==> src/rtl/dmem_arbiter.sv <==
// Round-robin access controller between the CPU and debug ports and the single-port data RAM.
// Validates addresses, performs sub-word stores as read-modify-write and extends sub-word loads.
module dmem_arbiter #(
   parameter logic [31:0] ADDR_BASE   = 32'h1001_0000,
   parameter int          DEPTH_WORDS = 2048
) (
   input  logic        clk,
   input  logic        rst_n,
   input  logic        cpu_req,
   input  logic        cpu_we,
   input  logic [1:0]  cpu_size,
   input  logic        cpu_sign,
   input  logic [31:0] cpu_addr,
   input  logic [31:0] cpu_wdata,
   output logic        cpu_ready,
   output logic [31:0] cpu_rdata,
   output logic        cpu_err,
   input  logic        dbg_req,
   input  logic        dbg_we,
   input  logic [31:0] dbg_addr,
   input  logic [31:0] dbg_wdata,
   output logic        dbg_ready,
   output logic [31:0] dbg_rdata,
   output logic        dbg_err,
   output logic        mem_ena,
   output logic        mem_wena,
   output logic [31:0] mem_addr,
   output logic [31:0] mem_wdata,
   input  logic [31:0] mem_rdata
);

   typedef enum logic [2:0] {IDLE, RD, WR, RMW_RD, RMW_WR, ERR} state_t;

   localparam logic [31:0] SPAN = 32'(4 * DEPTH_WORDS);

   state_t      state_reg, state_next;
   logic        last_grant_reg;            // 0 = CPU, 1 = debug
   logic        grant_dbg_reg;
   logic        we_reg, sign_reg;
   logic [1:0]  size_reg;
   logic [31:0] addr_reg, wdata_reg, buf_reg;
   logic        cpu_ready_reg, cpu_err_reg, dbg_ready_reg, dbg_err_reg;
   logic [31:0] cpu_rdata_reg, dbg_rdata_reg;

   logic        cpu_cand, dbg_cand, pick_dbg, grant_valid;
   logic        req_we, req_sign, req_bad;
   logic [1:0]  req_size;
   logic [31:0] req_addr, req_wdata, req_offset;
   state_t      req_state;
   logic [31:0] merged, load_data;
   logic [7:0]  byte_v;
   logic [15:0] half_v;

   // A port completing this cycle is masked so its held request is not served twice.
   assign cpu_cand    = cpu_req && !cpu_ready_reg;
   assign dbg_cand    = dbg_req && !dbg_ready_reg;
   assign pick_dbg    = dbg_cand && (!cpu_cand || !last_grant_reg);
   assign grant_valid = cpu_cand || dbg_cand;

   always_comb begin
      req_we    = pick_dbg ? dbg_we    : cpu_we;
      req_size  = pick_dbg ? 2'b10     : cpu_size;
      req_sign  = pick_dbg ? 1'b0      : cpu_sign;
      req_addr  = pick_dbg ? dbg_addr  : cpu_addr;
      req_wdata = pick_dbg ? dbg_wdata : cpu_wdata;
      req_offset = req_addr - ADDR_BASE;
      req_bad   = (req_addr < ADDR_BASE) || (req_offset >= SPAN) || (req_size == 2'b11) ||
                  ((req_size == 2'b01) && req_addr[0]) ||
                  ((req_size == 2'b10) && (req_addr[1:0] != 2'b00));
      if (req_bad)
         req_state = ERR;
      else if (!req_we)
         req_state = RD;
      else if (req_size == 2'b10)
         req_state = WR;
      else
         req_state = RMW_RD;
   end

   always_comb begin
      merged = buf_reg;
      if (size_reg == 2'b00)
         merged[{addr_reg[1:0], 3'b000} +: 8] = wdata_reg[7:0];
      else
         merged[{addr_reg[1], 4'b0000} +: 16] = wdata_reg[15:0];
   end

   always_comb begin
      byte_v = mem_rdata[{addr_reg[1:0], 3'b000} +: 8];
      half_v = mem_rdata[{addr_reg[1], 4'b0000} +: 16];
      case (size_reg)
         2'b00:   load_data = {{24{sign_reg & byte_v[7]}}, byte_v};
         2'b01:   load_data = {{16{sign_reg & half_v[15]}}, half_v};
         default: load_data = mem_rdata;
      endcase
   end

   always_ff @(posedge clk or negedge rst_n) begin
      if (!rst_n)
         state_reg <= IDLE;
      else
         state_reg <= state_next;
   end

   always_comb begin
      state_next = state_reg;
      mem_ena    = 1'b0;
      mem_wena   = 1'b0;
      mem_addr   = 32'h0;
      mem_wdata  = 32'h0;
      case (state_reg)
         IDLE:   if (grant_valid) state_next = req_state;
         RD: begin
            mem_ena    = 1'b1;
            mem_addr   = {addr_reg[31:2], 2'b00};
            state_next = IDLE;
         end
         WR: begin
            mem_wena   = 1'b1;
            mem_addr   = {addr_reg[31:2], 2'b00};
            mem_wdata  = wdata_reg;
            state_next = IDLE;
         end
         RMW_RD: begin
            mem_ena    = 1'b1;
            mem_addr   = {addr_reg[31:2], 2'b00};
            state_next = RMW_WR;
         end
         RMW_WR: begin
            mem_wena   = 1'b1;
            mem_addr   = {addr_reg[31:2], 2'b00};
            mem_wdata  = merged;
            state_next = IDLE;
         end
         default: state_next = IDLE;
      endcase
   end

   always_ff @(posedge clk or negedge rst_n) begin
      if (!rst_n) begin
         last_grant_reg <= 1'b0;
         grant_dbg_reg  <= 1'b0;
         we_reg         <= 1'b0;
         sign_reg       <= 1'b0;
         size_reg       <= 2'b00;
         addr_reg       <= 32'h0;
         wdata_reg      <= 32'h0;
         buf_reg        <= 32'h0;
         cpu_ready_reg  <= 1'b0;
         cpu_err_reg    <= 1'b0;
         dbg_ready_reg  <= 1'b0;
         dbg_err_reg    <= 1'b0;
         cpu_rdata_reg  <= 32'h0;
         dbg_rdata_reg  <= 32'h0;
      end else begin
         cpu_ready_reg <= 1'b0;
         cpu_err_reg   <= 1'b0;
         dbg_ready_reg <= 1'b0;
         dbg_err_reg   <= 1'b0;
         if (state_reg == IDLE && grant_valid) begin
            grant_dbg_reg  <= pick_dbg;
            last_grant_reg <= pick_dbg;
            we_reg         <= req_we;
            size_reg       <= req_size;
            sign_reg       <= req_sign;
            addr_reg       <= req_addr;
            wdata_reg      <= req_wdata;
         end
         if (state_reg == RMW_RD)
            buf_reg <= mem_rdata;
         if (state_reg == RD || state_reg == WR || state_reg == RMW_WR || state_reg == ERR) begin
            if (grant_dbg_reg) dbg_ready_reg <= 1'b1;
            else               cpu_ready_reg <= 1'b1;
         end
         if (state_reg == RD) begin
            if (grant_dbg_reg) dbg_rdata_reg <= load_data;
            else               cpu_rdata_reg <= load_data;
         end
         if (state_reg == ERR) begin
            if (grant_dbg_reg) begin
               dbg_err_reg   <= 1'b1;
               dbg_rdata_reg <= 32'h0;
            end else begin
               cpu_err_reg   <= 1'b1;
               cpu_rdata_reg <= 32'h0;
            end
         end
      end
   end

   assign cpu_ready = cpu_ready_reg;
   assign cpu_err   = cpu_err_reg;
   assign cpu_rdata = cpu_rdata_reg;
   assign dbg_ready = dbg_ready_reg;
   assign dbg_err   = dbg_err_reg;
   assign dbg_rdata = dbg_rdata_reg;

endmodule

==> config.mk <==
export PLATFORM = sky130hd
export DESIGN_NAME = dmem_arbiter
export DESIGN_NICKNAME = d
export VERILOG_FILES = /design/src/rtl/dmem_arbiter.sv
export SDC_FILE = /design/constraint.sdc
export NUM_CORES = 1
export LEC_CHECK = 0
export ABC_CLOCK_PERIOD_IN_PS = 1900
export CAP_MARGIN = 10
export CELL_PAD_IN_SITES_DETAIL_PLACEMENT = 0
export CELL_PAD_IN_SITES_GLOBAL_PLACEMENT = 1
export CORE_MARGIN = 4
export CORE_UTILIZATION = 32
export CTS_BUF_LIST = sky130_fd_sc_hd__clkbuf_2
export DETAILED_ROUTE_END_ITERATION = 7
export PLACE_DENSITY = 0.76
export REMOVE_ABC_BUFFERS = 1
export SKIP_LAST_GASP = 1
export SLEW_MARGIN = 20
export SYNTH_ARGS = -nofsm -noshare
export SYNTH_HDL_FRONTEND = slang
export SYNTH_SLANG_ARGS = --single-unit
==> constraint.sdc <==
create_clock -name clk -period 1.9 [get_ports clk]
set_input_delay 0.285 -clock clk [delete_from_list [all_inputs] [get_ports clk]]
set_output_delay 0.285 -clock clk [all_outputs]
set_load 0.02 [all_outputs]
After elaboration in Yosys (flattened, before gate mapping)
Index checks and enable logic that the tools add are counted.

storage, ports and cells
  flip-flop bits (word level) = 171
  bits of input ports = 169
  logic and storage cells = 93

cells by class
  eq/ne operators = 10
  reductions and logical operators = 25
  mux-type cells = 32
  shift operators = 6
  add/sub/neg operators = 3
  magnitude comparators = 2
  bitwise operators = 2

operator list
  operator                                                      count
  2-to-1 mux 32 bit                                             12
  case mux 32 bit (2 select lines)                              2
  bitwise mux 32 bit                                            2
  >= comparator 32 x 14 -> 1 bit, second input constant         1
  less-than comparator 32 x 29 -> 1 bit, second input constant  1
  variable shift 16 x 7 -> 32 bit, first input constant         1
  variable shift 8 x 7 -> 32 bit, first input constant          1
  indexed part select 16 x 7 -> 32 bit                          1
  indexed part select 32 x 6 -> 16 bit                          1
  indexed part select 32 x 6 -> 8 bit                           1
  indexed part select 8 x 7 -> 32 bit                           1
  subtractor 32 x 29 -> 32 bit, second input constant           1
  negation 5 -> 7 bit                                           2
  2-to-1 mux 1 bit                                              11
  logical OR 1 bit                                              9
  equality test 3 x 2 -> 1 bit, second input constant           2
  equality test 3 bit, second input constant                    2
  logical AND 1 bit                                             6
  2-to-1 mux 3 bit                                              2
  case mux 3 bit (2 select lines)                               1
  equality test 2 x 1 -> 1 bit, second input constant           2
  equality test 2 bit, second input constant                    2
  logical NOT 1 bit                                             4
  2-to-1 mux 2 bit                                              2
  other kinds (8)                                               10

Depth between registers and ports, before layout
  depth after elaboration = 15
  mapped depth = 8

Worst setup path after synthesis
OpenSTA, ideal clock, no wires.

  path kind = register to output
  start point = register addr_reg[0]
  end point = output mem_wdata[10]
  cell stages (with the launch flop) = 9
  required time = 1615 ps
  arrival = 2106 ps
  slack = -491 ps
  cells stage by stage = dfrtp_1 -> buf_2 -> inv_1 -> ha_1 -> nor2b_1 -> and4_1 -> clkbuf_1 -> a222oi_1 -> o21ai_0

on the way
  word-level cells in the longest chain between the ends = 5
  elaborated cells on any way between the ends = 6

RTL lines
  element                                                                                       RTL line  RTL
  start: declaration                                                                            41        logic [31:0] addr_reg, wdata_reg, buf_reg;
  start signal: assignment                                                                      166       addr_reg <= req_addr;
  negation 5 -> 7 bit *                                                                         83        merged[{addr_reg[1:0], 3'b000} +: 8] = wdata_reg[7:0];
  indexed part select 8 x 7 -> 32 bit / variable shift 8 x 7 -> 32 bit (equally long branches)  83
  bitwise mux 32 bit *                                                                          83
  2-to-1 mux 32 bit *                                                                           82        if (size_reg == 2'b00)
  case mux 32 bit (2 select lines) *                                                            111       case (state_reg)
  end: declaration                                                                              28        output logic [31:0] mem_wdata,

Mark *: on every way between the ends. The rest lies on a longest branch, timed or not.

Worst setup path in the final report
  start point = register addr_reg[0]
  end point = output mem_wdata[15]

Same word-level chain as after synthesis.

==> impl_metrics.yaml <==
run_status:
  status: "finished, violations left"
  violations: "setup timing"
synth:
  ys_warn_count: 0
  synth_top_area_cell: "dfrtp_1"
  synth_common_cells: "171 x dfrtp_1, 161 x nand2_1, 115 x o21ai_0, 87 x mux2i_1, 34 x o21ai_1"
  synth_top_area_frac: 0.479
  synthesis.area_um2: 8940
  yosys_register_bits: 171
  synthCells: 894
  ys_seq_area_frac: 0.479
  async_flop_share: 1.00
  synthTopCellsByArea: "dfrtp_1 48%, mux2i_1 9.7%, nand2_1 6.8%"
  synth_edf_count: 0
  synth.most_common_cell: "dfrtp_1"
  ys_types: 63
  synth_ff_type: "dfrtp_1"
  synth_area_per_cell_um2: 10.0
final_layout:
  fin_nets: 1491
  area_growth_pct: 58.2
  fill_cells: 2516
  drive_gt1_frac: 0.330
timing:
  setup_ws_ns: -1.03
  fin_setup_tns_ns: -49.04
  setup_violations: 80
  rsz0062_at_grt: "yes"
  min_period_over_period: 1.54
  fin_worst_skew_ns: 0.0775
  final_max_slew_viol_count: 0
  final_hold_viol_count: 0
  fmax_mhz: 341
  min_period_ns: 2.93
worst_setup_path:
  cp_max_fo: 5
  critPathBufInv: 4
  path_common_cell: "buf_6"
  worstReg2RegStart: "addr_reg[1]"
  ff2ff_setup_slack_ns: -0.12
  critPathLaunchType: "flop"
  cp.required_ns: 1.62
  endpoint_kind: "output pin"
  crit_chain: "inv_2 -> ha_4 -> buf_6 -> nor2b_4 -> and4_4 -> buf_6 -> a222oi_1 -> o21ai_1 -> buf_4"
  reg2regPathDepth: 9
  slowest_stage: "dfrtp_1"
  path_delay_family: "buffers and inverters"
  cpPeakStageDelay_ns: 0.46
  crit_arrival_ns: 2.65
  crit_type: "flop to output pin"
hold_path:
  min_path_type: "input port to flop"
  holdPathStages: 3
  holdPathEnd: "addr_reg[8]"
  min-delay-start: "dbg_addr[8]"
clock_network:
  clk_path_buf_depth: 2
  clock_sinks: 171
  clkLatencyLatePin_ns: 0.80
  numCtsBuffers: 17
  clk_pin_slew_ns: 0.31
  cts-root-buf: "clkbuf_2"
  cts_tree: "done"
  htree_levels: 4
power_and_ir_drop:
  p_leak_nw: 6.56
  p_per_area_nw_per_um2: 1540
  report.power.total_mw: 21.7
  ir_drop_v: 0.000581
drt:
  vias_per_cell: 4.95
  ant_nets: 0
  wirelength_um: 33100
  drt-initial-drc-count: 635
  via_count: 8432
  drc: 0
  wl_per_cell_um: 19.4
  dr.pass1.iters: 5
placement:
  numPortBuffers: 300
  dp_hpwl_um: 24400
  gp_congestion: 0.823
global_route:
  grt_pass1_wl_um: 49700
  grt_use_total: 0.208
  grt_pass1_vias: 8444
  gr-total-overflow: 0
  antenna_found_initial: 3
  grt_max_degree: 61
floorplanning:
  die_h_um: 175
  start_util: 0.328
  dieWidth_um: 175
  fp.coreArea_um2: 27300
  dieArea_um2: 30700
  ios: 303
  rows: 60
run:
  maxCapViolCount: 0
worst max-delay path by stage:
stage                    endpoint         from  cells after the start
CTS                  mem_wdata[8]  addr_reg[1]                      9
finish              mem_wdata[15]  addr_reg[0]                      9
floorplan                sign_reg    dbg_ready                      4
detailed placement  mem_wdata[30]  addr_reg[0]                      8
global route         mem_wdata[8]  addr_reg[1]                      9
global placement    mem_wdata[26]  addr_reg[0]                      8
cell type report:
class                           count  area (um^2)  area share
Clock buffer                       17         85.1     0.00602
Antenna cell                        3         7.51    0.000531
Multi-Input combinational cell    641         4610       0.326
Clock inverter                     15          211      0.0150
Tap cell                          372          465      0.0329
Sequential cell                   171         4280       0.303
Timing Repair Buffer              472         4420       0.313
Inverter                           14         56.3     0.00398
timing repair:
item / in CTS / in global routing
buffers inserted: 55 / 30
endpoints found under the hold margin: 171 / 0
cloned: 3 / 1
endpoints found under the setup margin: 180 / 160
hold buffers: 3 / 0
resized for setup: 497 / 141
pin swaps: 31 / 42
worst reg2reg max path, cell delays in order, from the launching register on:
cell and delay (ns):
dfrtp_1 0.46, buf_4 0.14, buf_6 0.12, buf_12 0.16, mux2i_4 0.21, buf_4 0.16
a21boi_4 0.28, a222oi_1 0.14, buf_4 0.17, o21ai_0 0.17
through the flow:
stage / hold slack (ns) / instances / utilization / area [um^2] / worst slack [ns]
after floorplan: -0.0106 / 826 / - / 8580 / -3.53
after global placement: 0.208 / 1598 / 0.476 / 13000 / -0.652
after detailed placement: 0.209 / 1598 / 0.476 / 13000 / -0.655
after CTS: 0.0169 / 1683 / 0.513 / 14000 / -1.11
after global routing: 0.0160 / 1705 / 0.519 / 14100 / -1.19
final: 0.0931 / 1705 / 0.519 / 14100 / -1.03
logic make-up after synthesis:
| kind of cell | count (synthesis) | share of synthesized area |
|---|---|---|
| AOI/OAI and AO/OA | 262 | 0.191 |
| xor gates and xnor gates | 2 | 0.00196 |
| adders and majority gates | 5 | 0.00700 |
| buffers and inverters | 83 | 0.0463 |
| DFF | 171 | 0.479 |
| muxes | 119 | 0.142 |
| other | 1 | 0.000420 |
| and+or+nand+nor | 251 | 0.133 |
power breakdown:
part | total [mW] | leakage [nW] | internal, mW | switching (mW)
Clock | 2.15 | 0.166 | 0.511 | 1.64
Combinational | 13.8 | 4.28 | 6.55 | 7.22
Sequential | 5.81 | 2.11 | 4.97 | 0.842
placed cells by master (no fill, tap or decap), types with 10 or more instances in the layout:
| master | count |
|---|---|
| dfrtp_1 | 170 |
| clkdlybuf4s50_1 | 167 |
| nand2_1 | 158 |
| buf_4 | 139 |
| o21ai_0 | 107 |
| mux2i_1 | 86 |
| buf_6 | 67 |
| clkbuf_2 | 44 |
| o21ai_1 | 42 |
| and2_4 | 30 |
| mux2_2 | 28 |
| buf_2 | 23 |
| a22oi_2 | 20 |
| a22o_1 | 20 |
| buf_12 | 18 |
| clkdlybuf4s15_1 | 17 |
| a21oi_1 | 14 |
| nor2b_1 | 11 |
| a222oi_1 | 10 |
| inv_1 | 10 |
routing by layer:
metal / track usage / wire (um) / vias to the layer above
li1: - / - / 4035
met1: 0.282 / 14300 / 4055
met2: 0.343 / 16200 / 311
met3: 0.0376 / 1980 / 31
met4: 0.0550 / 637 / 0
met5: 0 / 0 / -
(Power assumes the default switching activity.)
